==> src/rtl/note_select_ctrl.sv <==
// Note selection and play/stop control for the tone generator. It takes debounced
// button pulses and drives a registered half-period count and tone enable.
module note_select_ctrl #(
  parameter int OCT_MAX    = 3,
  parameter int GAP_CYCLES = 500000,
  parameter int GAP_W      = 19
) (
  input  logic        clk,
  input  logic        rst,
  input  logic        up_p,
  input  logic        down_p,
  input  logic        play_p,
  output logic [3:0]  note_idx,
  output logic [2:0]  octave,
  output logic [17:0] half_period,
  output logic        tone_en
);

  localparam logic [1:0] STOP = 2'd0;
  localparam logic [1:0] PLAY = 2'd1;
  localparam logic [1:0] GAP  = 2'd2;

  localparam logic [2:0]       OCT_TOP  = 3'(OCT_MAX);
  localparam logic [GAP_W-1:0] GAP_LOAD = GAP_W'(GAP_CYCLES - 1);

  logic [1:0]       state, state_nxt;
  logic [GAP_W-1:0] gap_cnt, cnt_nxt;
  logic [3:0]       note_nxt;
  logic [2:0]       oct_nxt;
  logic [17:0]      hp_nxt;
  logic             step_up, step_dn, step;

  // Octave-0 half periods (C4..B4); higher octaves halve by shifting.
  function automatic logic [17:0] base_hp(input logic [3:0] idx);
    case (idx)
      4'd0:    base_hp = 18'd191110;
      4'd1:    base_hp = 18'd180388;
      4'd2:    base_hp = 18'd170265;
      4'd3:    base_hp = 18'd160705;
      4'd4:    base_hp = 18'd151685;
      4'd5:    base_hp = 18'd143172;
      4'd6:    base_hp = 18'd135139;
      4'd7:    base_hp = 18'd127551;
      4'd8:    base_hp = 18'd120395;
      4'd9:    base_hp = 18'd113636;
      4'd10:   base_hp = 18'd107259;
      default: base_hp = 18'd101239;
    endcase
  endfunction

  always_comb begin
    state_nxt = state;
    cnt_nxt   = gap_cnt;
    note_nxt  = note_idx;
    oct_nxt   = octave;

    // Saturated steps at either end of the range count as no step at all.
    step_up = up_p & ~down_p & ~play_p & ~((note_idx == 4'd11) && (octave == OCT_TOP));
    step_dn = down_p & ~up_p & ~play_p & ~((note_idx == 4'd0) && (octave == 3'd0));
    step    = step_up | step_dn;

    if (step_up) begin
      if (note_idx == 4'd11) begin
        note_nxt = 4'd0;
        oct_nxt  = octave + 3'd1;
      end else begin
        note_nxt = note_idx + 4'd1;
      end
    end else if (step_dn) begin
      if (note_idx == 4'd0) begin
        note_nxt = 4'd11;
        oct_nxt  = octave - 3'd1;
      end else begin
        note_nxt = note_idx - 4'd1;
      end
    end

    case (state)
      STOP: begin
        if (play_p) state_nxt = PLAY;
      end
      PLAY: begin
        if (play_p) begin
          state_nxt = STOP;
        end else if (step && (GAP_CYCLES > 0)) begin
          state_nxt = GAP;
          cnt_nxt   = GAP_LOAD;
        end
      end
      GAP: begin
        if (play_p) begin
          state_nxt = STOP;
          cnt_nxt   = '0;
        end else if (step) begin
          cnt_nxt = GAP_LOAD;
        end else if (gap_cnt == '0) begin
          state_nxt = PLAY;
        end else begin
          cnt_nxt = gap_cnt - 1'b1;
        end
      end
      default: begin
        state_nxt = STOP;
        cnt_nxt   = '0;
      end
    endcase

    hp_nxt = base_hp(note_nxt) >> oct_nxt;
  end

  always_ff @(posedge clk) begin
    if (rst) begin
      state       <= STOP;
      gap_cnt     <= '0;
      note_idx    <= 4'd9;
      octave      <= 3'd0;
      half_period <= 18'd113636;
      tone_en     <= 1'b0;
    end else begin
      state       <= state_nxt;
      gap_cnt     <= cnt_nxt;
      note_idx    <= note_nxt;
      octave      <= oct_nxt;
      half_period <= hp_nxt;
      tone_en     <= (state_nxt == PLAY);
    end
  end

endmodule

==> config.mk <==
export PLATFORM = sky130hd
export DESIGN_NAME = note_select_ctrl
export DESIGN_NICKNAME = d
export VERILOG_FILES = /design/src/rtl/note_select_ctrl.sv
export SDC_FILE = /design/constraint.sdc
export NUM_CORES = 1
export LEC_CHECK = 0
export CORE_MARGIN = 3
export CORE_UTILIZATION = 40
export DETAILED_ROUTE_END_ITERATION = 7
export PLACE_DENSITY = 0.58
export SLEW_MARGIN = 20
export SYNTH_ARGS = -nofsm -noshare
export SYNTH_HDL_FRONTEND = slang
export SYNTH_SLANG_ARGS = --single-unit
==> constraint.sdc <==
create_clock -name clk -period 5.3 [get_ports clk]
set_input_delay 0.795 -clock clk [delete_from_list [all_inputs] [get_ports clk]]
set_output_delay 0.795 -clock clk [all_outputs]
set_load 0.01 [all_outputs]
==> metrics <==
run status completed; Synth Warn # 0; vias in the first global route ~3,300; Seq. cell area about 940 um2; sw power roughly 0.00036 W; HPWL after DPL between 7 and 8 mm; Synth top cells by count dfxtp_1 (47), a21oi_1 (42), nand2_1 (37), nor2_1 (34), ha_1 (19); Final WS setup roughly 0.95 ns; Fin Clk Skew 0.0166 ns; crit-path max FO 10; via count approximately 3,600; Multi-input gate area about 0.0024 mm2; Avg Vias per Cell ~6.3; largest net degree at the start of global routing 27; Clk pwr share 0.242; Fin. Hold Viols 0; crit start category primary input; full die area slightly above 0.01 mm2; worst-case clock buffer depth 2; combinational fraction of design power 0.362; antenna violations before repair 0; final period utilization 0.822; Buffers on Ports 30; compound-gate portion of the synthesized area 0.291; min cycle time layout around 4.4 ns; WL final roughly 10 mm; simple-gate area share of the yosys netlist 0.223; critical path, cell by cell clkdlybuf4s50_1 -> nor3b_1 -> and4b_1 -> a211o_1 -> nand2_1 -> ha_1 -> inv_1 -> o31ai_1 -> a2bb2oi_2 -> mux2i_1 -> a22oi_1 -> a22oi_1; critical path class in2reg; slowest CP cell clkdlybuf4s50_1; ANT nets after route 0; overall routing resource usage 0.197; Placed Area roughly 0.0039 mm2; CP delay by family, top compound AO/OA/AOI/OAI gates; P_leak between 1.5 and 2 nW; Final Cell Area between 0.004 and 0.005 mm2; later-pin clock latency in the skew report slightly above 0.3 ns; postcts setup bufs 0; VDD IR-drop max between 0.1 and 0.15 mV; fmax 230 MHz; Yosys reg bits 47; post-synthesis mux area share 0.0433; CTS tree yes; Hold Crit Class reg2reg; die height between 100 and 150 um; buffers and inverters on the worst path 2; Sw Ratio 0.352; Cells after Synth roughly 450; CP most frequent cell a22oi_1; Worst path max stage delay roughly 0.56 ns; Max transition margin 0.511; post-cts sizing count 0; final setup vio count 0; starting density of the core 0.412; CP arrival 4.52 ns; Most used DFF post-synth dfxtp_1; RSZ-0062 raised after global routing false; Worst-path clk slew 0.10 ns; synthesis-to-layout area growth 10.9%; count of unique library cells instantiated by Yosys 76; syn_area_per_cell 8.08 um2; Seq/Total Area, Yosys 0.260; Post-Syn Area between 0.003 and 0.004 mm2; internal power between 0.0006 and 0.0007 W; critical path data required time 5.47 ns; # nets final 484; CP endpoint kind register; TNS Setup 0 ns; fillers 873; top-count cell post-synth dfxtp_1; first-pass GRT wire length around 16 mm; EDFF count, synth 0; # rows 34; worst-margin pin slew roughly 0.73 ns; part of the power in registers 0.396; MaxCap Viol Count 0; routability congestion estimate about 0.89; Post-Synth XOR/XNOR Area 0.0402; H-tree depth 2; routed length per instance 17.8 um; drt drc 0; first-pass iteration count of the detailed router 5; Post-CTS Hold Buffers 0; drt initial violations ~280; total grt overflow 0; PwrDens ~250 mW/mm2; share of flip-flops with an asynchronous set or reset 0; clk root buf clkbuf_8; clock sink count 47; antenna fix cells 0; Ports 31; post-synth top area cell dfxtp_1; Adder-Cell Fraction of Synth Area 0.0686; Num CTS Buffers 5; pre-CTS setup slack 0.725 ns; syn nets about 470; largest family of logic cells by synthesized area compound AO/OA/AOI/OAI gates; Slew Viols, Final 0; post-synth top area share 0.260; Die W 101 um; share of layout cells above drive strength 1 0.0781; Hold Slack between 0.4 and 0.5 ns; synth top area cells dfxtp_1 (26%), ha_1 (6.6%), a21oi_1 (5.8%); core area ~0.009 mm2
## stage by stage
step / utilization / total power [W] / cells
after global routing: 0.457 / 0.00107 / 569
after detailed placement: 0.445 / 0.000769 / 561
final: 0.457 / 0.00101 / 569
after CTS: 0.457 / 0.00101 / 569
after floorplan: - / 0.000666 / 447
after global placement: 0.445 / 0.000769 / 561
## worst paths after layout
check	startpoint	endpoint	slack, ns	cells past startpoint
max	play_p	half_period[5]$_SDFF_PP1_	0.95	12
min	gap_cnt[13]$_SDFFE_PP0P_	gap_cnt[13]$_SDFFE_PP0P_	0.49	2
max reg2reg	note_idx[3]$_SDFF_PP1_	half_period[5]$_SDFF_PP1_	1.52	11
min reg2reg	gap_cnt[13]$_SDFFE_PP0P_	gap_cnt[13]$_SDFFE_PP0P_	0.49	2
## power by group through the flow
stage / Combinational (W) / Sequential [W] / Clock (W)
floorplan: 0.000253 / 0.000413 / 0
global placement: 0.000361 / 0.000409 / 0
detailed placement: 0.000361 / 0.000408 / 0
CTS: 0.000363 / 0.000401 / 0.000250
global route: 0.000404 / 0.000404 / 0.000266
finish: 0.000366 / 0.000400 / 0.000244
## layout make-up
type                            count  area share
Clock buffer                        7      0.0240
Timing Repair Buffer               38      0.0899
Clock inverter                      1     0.00187
Sequential cell                    47       0.235
Multi-Input combinational cell    352       0.601
Inverter                           16      0.0150
Tap cell                          108      0.0337
## cell usage in the layout (no fill, tap or decap), types with 5 or more instances in the layout
cell and count:
o21ai_0 12, o31ai_1 5, clkbuf_8 7, a22oi_1 7, clkdlybuf4s50_1 30, xnor2_1 8
o22ai_1 6, inv_1 15, xor2_1 6, or4_1 5, a21oi_1 42, dfxtp_1 47
mux2i_1 12, o211ai_1 18, nor4_1 7, nand3_1 14, nand2_1 37, nor3_1 15
buf_4 8, nor2_1 34, ha_1 19, a211oi_1 6, or3_1 6
## tightest hold or removal path, stage by stage (launching register included)
cell and delay (ns):
dfxtp_1 0.34, nand2_1 0.06, a21oi_1 0.05
## logic make-up (layout without fill, tap and decap cells)
kind of cell	after synthesis	after routing
compound gates	149	149
xor+xnor	15	15
fa+ha+maj	20	20
buf+inv	48	62
flops	47	47
mux	14	14
simple gates	154	154
## registers in the layout, summed over array words and instances, names as in the netlist
signal and cells:
half_period 18, tone_en 1, octave 3, gap_cnt 19
state 2, note_idx 4
## routing by layer
| layer | vias up | share of wire | GRT usage |
|---|---|---|---|
| met4 | 0 | 0.017 | 0.0542 |
| li1 | 1712 | - | - |
| met3 | 20 | 0.068 | 0.0353 |
| met2 | 144 | 0.46 | 0.318 |
| met1 | 1699 | 0.46 | 0.269 |
| met5 | - | 0 | 0 |
(Power assumes the default switching activity.)
